## src/rtl/bcd_updown_scan_counter.sv

```systemverilog
// bcd_updown_scan_counter: debounced two-button BCD up/down counter with multiplexed 7-segment scan.
module bcd_updown_scan_counter #(
  parameter int DIGITS   = 2,
  parameter int DEB_DIV  = 1000000,
  parameter int DEB_LEN  = 3,
  parameter int SCAN_DIV = 10000
) (
  input  logic                  clk,
  input  logic                  rst_n,
  input  logic                  btn_up_i,
  input  logic                  btn_dn_i,
  input  logic                  clr_i,
  output logic [4*DIGITS-1:0]   bcd_o,
  output logic                  wrap_o,
  output logic [7:0]            seg_o,
  output logic [DIGITS-1:0]     an_o
);
  localparam int DW = DEB_DIV > 1 ? $clog2(DEB_DIV) : 1;
  localparam int SW = SCAN_DIV > 1 ? $clog2(SCAN_DIV) : 1;
  localparam int IW = DIGITS > 1 ? $clog2(DIGITS) : 1;

  logic [1:0]               sync1_q, sync2_q;
  logic [DW-1:0]            div_q, div_d;
  logic [1:0][DEB_LEN-1:0]  hist_q, hist_d;
  logic [1:0]               lvl_q, lvl_d, dly_q;
  logic [4*DIGITS-1:0]      bcd_q, bcd_d, inc, dec;
  logic                     wrap_q, wrap_d;
  logic [SW-1:0]            scan_q, scan_d;
  logic [IW-1:0]            idx_q, idx_d;
  logic [DIGITS-1:0]        an_q, an_d;
  logic [7:0]               seg_q, seg_d;
  logic                     tick, scan_tc, all9, all0, up, dn;
  logic [1:0]               press;
  logic [3:0]               sel;

  always_comb begin
    tick    = div_q == DW'(DEB_DIV - 1);
    div_d   = tick ? '0 : div_q + 1'b1;
    hist_d  = hist_q;
    lvl_d   = lvl_q;
    for (int b = 0; b < 2; b++) begin
      hist_d[b] = tick ? {hist_q[b][DEB_LEN-2:0], sync2_q[b]} : hist_q[b];
      lvl_d[b]  = &hist_q[b] ? 1'b1 : ~|hist_q[b] ? 1'b0 : lvl_q[b];
    end
    press = lvl_q & ~dly_q;
    up    = press[0];
    dn    = press[1];
    // ripple carry/borrow: a digit only moves when every lower digit wrapped
    inc  = bcd_q;
    dec  = bcd_q;
    all9 = 1'b1;
    all0 = 1'b1;
    for (int i = 0; i < DIGITS; i++) begin
      inc[4*i+:4] = !all9 ? bcd_q[4*i+:4] : bcd_q[4*i+:4] == 4'd9 ? 4'd0 : bcd_q[4*i+:4] + 4'd1;
      dec[4*i+:4] = !all0 ? bcd_q[4*i+:4] : bcd_q[4*i+:4] == 4'd0 ? 4'd9 : bcd_q[4*i+:4] - 4'd1;
      all9 = all9 & (bcd_q[4*i+:4] == 4'd9);
      all0 = all0 & (bcd_q[4*i+:4] == 4'd0);
    end
    bcd_d   = clr_i ? '0 : (up & dn) ? bcd_q : up ? inc : dn ? dec : bcd_q;
    wrap_d  = !clr_i && (up ^ dn) && (up ? all9 : all0);
    scan_tc = scan_q == SW'(SCAN_DIV - 1);
    scan_d  = scan_tc ? '0 : scan_q + 1'b1;
    idx_d   = !scan_tc ? idx_q : idx_q == IW'(DIGITS - 1) ? '0 : idx_q + 1'b1;
    an_d    = DIGITS'(1) << idx_d;
    sel     = '0;
    for (int i = 0; i < DIGITS; i++)
      if (IW'(i) == idx_d) sel = bcd_d[4*i+:4];
    case (sel)
      4'd1:    seg_d = 8'h60;
      4'd2:    seg_d = 8'hDA;
      4'd3:    seg_d = 8'hF2;
      4'd4:    seg_d = 8'h66;
      4'd5:    seg_d = 8'hB6;
      4'd6:    seg_d = 8'hBE;
      4'd7:    seg_d = 8'hE0;
      4'd8:    seg_d = 8'hFE;
      4'd9:    seg_d = 8'hF6;
      default: seg_d = 8'hFC;
    endcase
  end

  always_ff @(posedge clk or negedge rst_n)
    if (!rst_n) begin
      sync1_q <= '0;
      sync2_q <= '0;
      div_q   <= '0;
      hist_q  <= '0;
      lvl_q   <= '0;
      dly_q   <= '0;
      bcd_q   <= '0;
      wrap_q  <= 1'b0;
      scan_q  <= '0;
      idx_q   <= '0;
      an_q    <= DIGITS'(1);
      seg_q   <= 8'hFC;
    end else begin
      sync1_q <= {btn_dn_i, btn_up_i};
      sync2_q <= sync1_q;
      div_q   <= div_d;
      hist_q  <= hist_d;
      lvl_q   <= lvl_d;
      dly_q   <= lvl_q;
      bcd_q   <= bcd_d;
      wrap_q  <= wrap_d;
      scan_q  <= scan_d;
      idx_q   <= idx_d;
      an_q    <= an_d;
      seg_q   <= seg_d;
    end

  assign bcd_o  = bcd_q;
  assign wrap_o = wrap_q;
  assign an_o   = an_q;
  assign seg_o  = seg_q;
endmodule

```

## config.mk

```make
export PLATFORM = sky130hd
export DESIGN_NAME = bcd_updown_scan_counter
export DESIGN_NICKNAME = d
export VERILOG_FILES = /design/src/rtl/bcd_updown_scan_counter.sv
export SDC_FILE = /design/constraint.sdc
export NUM_CORES = 1
export LEC_CHECK = 0
export ABC_CLOCK_PERIOD_IN_PS = 8200
export CAP_MARGIN = 10
export CORE_MARGIN = 3
export CORE_UTILIZATION = 40
export DETAILED_ROUTE_END_ITERATION = 16
export GPL_TIMING_DRIVEN = 0
export HOLD_SLACK_MARGIN = 0.03
export PLACE_DENSITY = 0.64
export SKIP_LAST_GASP = 1
export SYNTH_ARGS = -nofsm -noshare
export SYNTH_HDL_FRONTEND = slang
export SYNTH_SLANG_ARGS = --single-unit
export TNS_END_PERCENT = 100
```

## constraint.sdc

```tcl
create_clock -name clk -period 8.2 [get_ports clk]
set_input_delay 1.64 -clock clk [delete_from_list [all_inputs] [get_ports clk]]
set_output_delay 1.64 -clock clk [all_outputs]
set_load 0.05 [all_outputs]
```

# After elaboration in Yosys (flattened, before gate mapping)

Memory sizes are Yosys's and may differ from the RTL's. A register that Yosys moved wholly into a read port is not among the register bits.
Index checks and enable logic that the tools add are counted.

Add/subtract/negate cells: 7
Reductions and logical operators: 10
Shift operators: 1
Equality and inequality tests: 6
Muxes and demuxes: 20
Bitwise logic cells: 6

Operators with widths:

| kind                    | count |
|---|---|
| $mux W8                 | 4 |
| $mux W4                 | 7 |
| $add A20 B1 Y20 const B | 1 |
| $eq A20 B20 Y1 const B  | 1 |
| $mux W20                | 1 |
| $add A14 B1 Y14 const B | 1 |
| $eq A14 B14 Y1 const B  | 1 |
| $mux W14                | 1 |
| $add A4 B1 Y4 const B   | 2 |
| $eq A4 B4 Y1 const B    | 2 |
| $logic_not A4 Y1        | 2 |
| $sub A4 B1 Y4 const B   | 2 |
| $mux W1                 | 7 |
| $reduce_and A3 Y1       | 2 |
| $reduce_or A3 Y1        | 2 |
| $ne A2 B2 Y1 const B    | 2 |
| $and A1 B1 Y1           | 3 |
| $and A2 B2 Y2           | 1 |
| $logic_and A1 B1 Y1     | 2 |
| $logic_not A1 Y1        | 2 |
| $not A2 Y2              | 1 |
| $shl A1 B1 Y2 const A   | 1 |
| $add A1 B1 Y1 const B   | 1 |
| $xor A1 B1 Y1           | 1 |

Bits in read-only memories: 112
Memories kept: 1
Register bits after elaboration: 68
Output and inout bits: 19

Memory list:

| name            | words | width | read ports | clocked after Yosys merged registers in | wr ports | RTL line | RTL |
|---|---|---|---|---|---|---|---|
| (no name shown) | 16    | 7     | 1          | 1                                       | 0        | 68       | `case (sel)` |

# Depth between registers and ports, before layout

Depth in word-level cells: 8
Depth in mapped cells: 13
Depth with buffers taken out: 12

# Worst setup path before layout

No wires, ideal clock.

Path kind: input to register
From: input clr_i
To: register seg_q[6] (netlist: seg_o[6])
Data required time: 8112 ps
Arrival: 3302 ps
Setup time: 88 ps
Stages on the path: 8
Slack: 4810 ps
Cell sequence: buf_1 > or2_2 > o32ai_1 > nand2_1 > o21ai_0 > inv_1 > ha_1 > or3_1

Cells in the longest elaborated chain, start to end: 2

RTL lines:

| element            | RTL line | RTL |
|---|---|---|
| start: declaration | 12       | `input logic clr_i,` |
| $mux W8            | 59       | `bcd_d = clr_i ? '0 : (up & dn) ? bcd_q : up ? inc : dn ? dec : bcd_q;` |
| named net bcd_d[1] | 26       | `logic [4*DIGITS-1:0] bcd_q, bcd_d, inc, dec;` |
| $mux W4            | 67       | `if (IW'(i) == idx_d) sel = bcd_d[4*i+:4];` |
| end: declaration   | 31       | `logic [7:0] seg_q, seg_d;` |

The timed path passes the listed nets, and every way through them passes these cells.
A chain may end at the register's enable or synchronous reset.

# Worst setup path after layout

From: register bcd_q[0] (netlist: bcd_o[0])
To: output bcd_o[0]

RTL lines:

| element                  | RTL line | RTL |
|---|---|---|
| start: declaration       | 26       |  |
| start signal: assignment | 90       | `bcd_q <= '0;` |
| start signal: assignment | 103      | `bcd_q <= bcd_d;` |
| end: declaration         | 13       | `output logic [4*DIGITS-1:0] bcd_o,` |

No word-level cell between the ends.

==> results.md <==
* H-tree depth at 3
* Largest net degree at the start of global routing at 67
* Avg Synthesized Cell Area at between 10 and 15 um2
* Worst hold slack at 0.349 ns
* CP peak stage delay at between 0.8 and 0.9 ns
* Top FF cell, synth: dfrtp_1
* First DRT Iteration DRCs at 85
* Multiplexer area fraction after synthesis at 0.0375
* RePlAce Congestion at 0.865
* Worst ir drop on vdd at about 0.000085 V
* IO Pins at 24
* Vias at roughly 2400
* Final Hold Fails at 0
* Cts-stage hold buffer count at 0
* CP delay by family, top: buffers and inverters
* Final TNS setup at 0 ns
* RSZ-0062 raised after global routing: no
* Share of cells above drive strength 1 at 0.136
* FF-to-FF End: seg_o[6]
* Area share of and/or/nand/nor cells after synthesis at 0.190
* WP data required at ~6.6 ns
* Post-route ant nets at 0
* NetSw at 0.000130 W
* CP Max Fanout at 8
* Router iterations before antenna repair at 4
* Maxcap violations at 0
* Compound-gate portion of the synthesized area at 0.0956
* Num CTS Buffers at 9
* Buf/Inv on CP at 1
* Sequential Power Share at 0.532
* Initial Util at 0.412
* Crit path max-delay cell type: clkdlybuf4s50_1
* P per Cell Area at 156 nW/um2
* WL final at about 6100 um
* Mapped Cells at 324
* Post-Synthesis Cell Area at approximately 3400 um2
* Post-CTS setup buffer count at 0
* CTS tree: built
* Synth Area in XOR/XNOR at 0.0879
* Root buffer cell: clkbuf_8
* Sw frac at 0.212
* Clk pwr share at 0.451
* Tmin final at between 3 and 4 ns
* Period utilisation layout at 0.412
* Crit path kind: reg -> out
* Gate power share at 0.017
* CP Launch Type: flop
* # port buffers at 21
* CP endpoint kind: output port
* Worst EP arrival at 1.74 ns
* Initial antenna violation count at 0
* Global-route wire length before repair at around 11000 um
* Antenna Cells at 0
* Pleak at between 1.5 and 2 nW
* Netlist cell types at 62
* Clk buf depth at 2
* Slew HR at 0.459
* Die H at between 90 and 100 um
* Post-CTS sizing at 0
* Placement Rows at 33
* Cells along the critical path: clkdlybuf4s50_1
* Reg2Reg Depth at 12
* Clock-pin slew on the worst setup and hold paths at 0.07 ns
* Slew Limit Fails at 0
* Largest family of logic cells by synthesized area: simple AND/OR/NAND/NOR gates
* Slew at the pin with the worst max-slew slack at about 0.81 ns
* GRT Total Usage at 0.137
* Async set-reset flop share out of synthesis at 1.00
* Detailed Place HPWL at 4150 um
* Core region area at ~8300 um2
* Worst Hold End: sync2_q[1]
* Clock Latency Late Sink at 0.34 ns
* Vias in the first global route at 2305
* Die Area at about 9700 um2
* Vias per cell at approximately 5.2
* Hold crit path type: reg -> reg
* EDFF count, synth at 0
* Outcome: finished clean
* Die Wd at slightly below 100 um
* Filler instances at 778
* Hold path depth at 0
* Grt total ovfl at 0
* Int Power at 0.000484 W
* WL/cell at between 10 and 15 um
* Remaining DRCs at 0
* Max Freq at 296 MHz
* Area growth syn-to-layout at 16.0%
* Syn_nets at about 340
* # nets final at roughly 380
* Worst Hold Launch: sync1_q[1]
* R2R Setup Slk at roughly 5 ns
* Clk_skew at 0.00969 ns
* Final setup viols at 0
* Register area share after synthesis at 0.488
* #FFs+latches synth at 66
* Clock sinks at 66
* Final core utilization at 0.478
* Synth Area in Adders at 0.0551
* Synthesis Warnings at 0
* Reg-to-Reg Start: dly_q[0]
## power by group through the flow
stage	Clock (W)	Sequential, W	Combinational [W]
final	0.000277	0.000327	0.0000104
after global routing	0.000304	0.000327	0.0000120
after CTS	0.000285	0.000327	0.0000110
after detailed placement	0	0.000333	0.0000109
after global placement	0	0.000333	0.0000110
after floorplan	0	0.000333	0.00000274
## Yosys cell counts (2+ instances only)
cell	number	share of area
a211oi_1	2	0.0044
a21o_1	2	0.0044
a21oi_1	6	0.0088
a311oi_1	2	0.0051
a31oi_1	4	0.0074
and2_1	3	0.0055
and3_1	11	0.020
and4_1	2	0.0051
buf_4	4	0.0088
buf_6	3	0.0099
clkbuf_1	2	0.0022
dfrtp_1	59	0.43
dfstp_2	7	0.054
ha_1	15	0.055
inv_1	16	0.018
mux2_2	5	0.017
mux2i_1	2	0.0059
nand2_1	23	0.025
nand2b_1	5	0.0092
nand3_1	15	0.022
nand3b_1	3	0.0066
nand4_1	2	0.0037
nor2_1	31	0.034
nor2b_1	3	0.0055
nor3_1	6	0.0088
nor3b_1	4	0.0088
nor4_1	4	0.0074
o211ai_1	3	0.0066
o21ai_0	14	0.021
o31ai_1	3	0.0066
or2_2	2	0.0037
or3_1	2	0.0037
xnor2_1	14	0.036
xor2_1	17	0.044
## how the worst max path moves through the flow
stage               startpoint  endpoint  cells after the start
floorplan                clr_i  seg_o[6]                      8
global placement         rst_n  lvl_q[1]                      1
detailed placement       clr_i  seg_o[6]                      8
CTS                   bcd_o[0]  bcd_o[0]                      1
global route          dly_q[0]  seg_o[6]                     12
finish                bcd_o[0]  bcd_o[0]                      1
## layout by cell type (no fill, tap or decap), types with 4 or more instances in the layout
master / n
clkdlybuf4s50_1: 20
mux2_2: 5
xnor2_1: 14
nor2_1: 31
nor3_1: 6
dfrtp_1: 59
nand2_1: 23
nand3_1: 15
a31oi_1: 4
and3_1: 11
xor2_1: 17
a21oi_1: 6
buf_4: 5
nor4_1: 4
dfstp_2: 7
nor3b_1: 4
inv_1: 16
nand2b_1: 5
o21ai_0: 14
clkbuf_8: 11
ha_1: 15
## metal layers
| layer | share of wire | GRT usage | wire length (um) |
|---|---|---|---|
| met5 | 0 | 0 | 0 |
| met4 | 0.020 | 0.0630 | 119 |
| met3 | 0.037 | 0.0371 | 225 |
| met2 | 0.45 | 0.206 | 2740 |
| met1 | 0.49 | 0.186 | 2970 |
## final cells by class
type | instances | area (um2) | area share
tap | 105 | 131 | 0.0333
timing repair buffer | 21 | 208 | 0.0526
inverter | 18 | 72.6 | 0.0184
clock buffer | 11 | 151 | 0.0384
buffer | 11 | 80.1 | 0.0203
multi-input combinational | 229 | 1590 | 0.403
clock inverter | 5 | 52.6 | 0.0133
sequential | 66 | 1660 | 0.421
## sequential cells by signal (all words and copies together) (netlist names)
name and flops:
div_q 20, scan_q 14, bcd_o 8, seg_o 7, hist_q 6, an_o 2, dly_q 2, lvl_q 2
sync1_q 2, sync2_q 2, wrap_o 1
## stage by stage
step           instances  power [W]  setup slack [ns]  cell area, um2
2_1_floorplan        324   0.000336              4.81            3400
3_3_place_gp         450   0.000344              3.31            3740
3_5_place_dp         450   0.000344              4.50            3740
4_1_cts              466   0.000623              4.81            3950
5_1_grt              466   0.000643              4.62            3950
6_report             466   0.000614              4.82            3950
## cells by family (layout without fill, tap and decap cells)
family | Yosys count | after routing
compound gates | 48 | 48
xor+xnor | 32 | 32
flops | 66 | 66
simple gates | 123 | 123
buf+inv | 29 | 66
mux | 10 | 10
fa+ha+maj | 15 | 15
other cells | 1 | 1
Note: power is estimated with default switching activity, not from simulation.
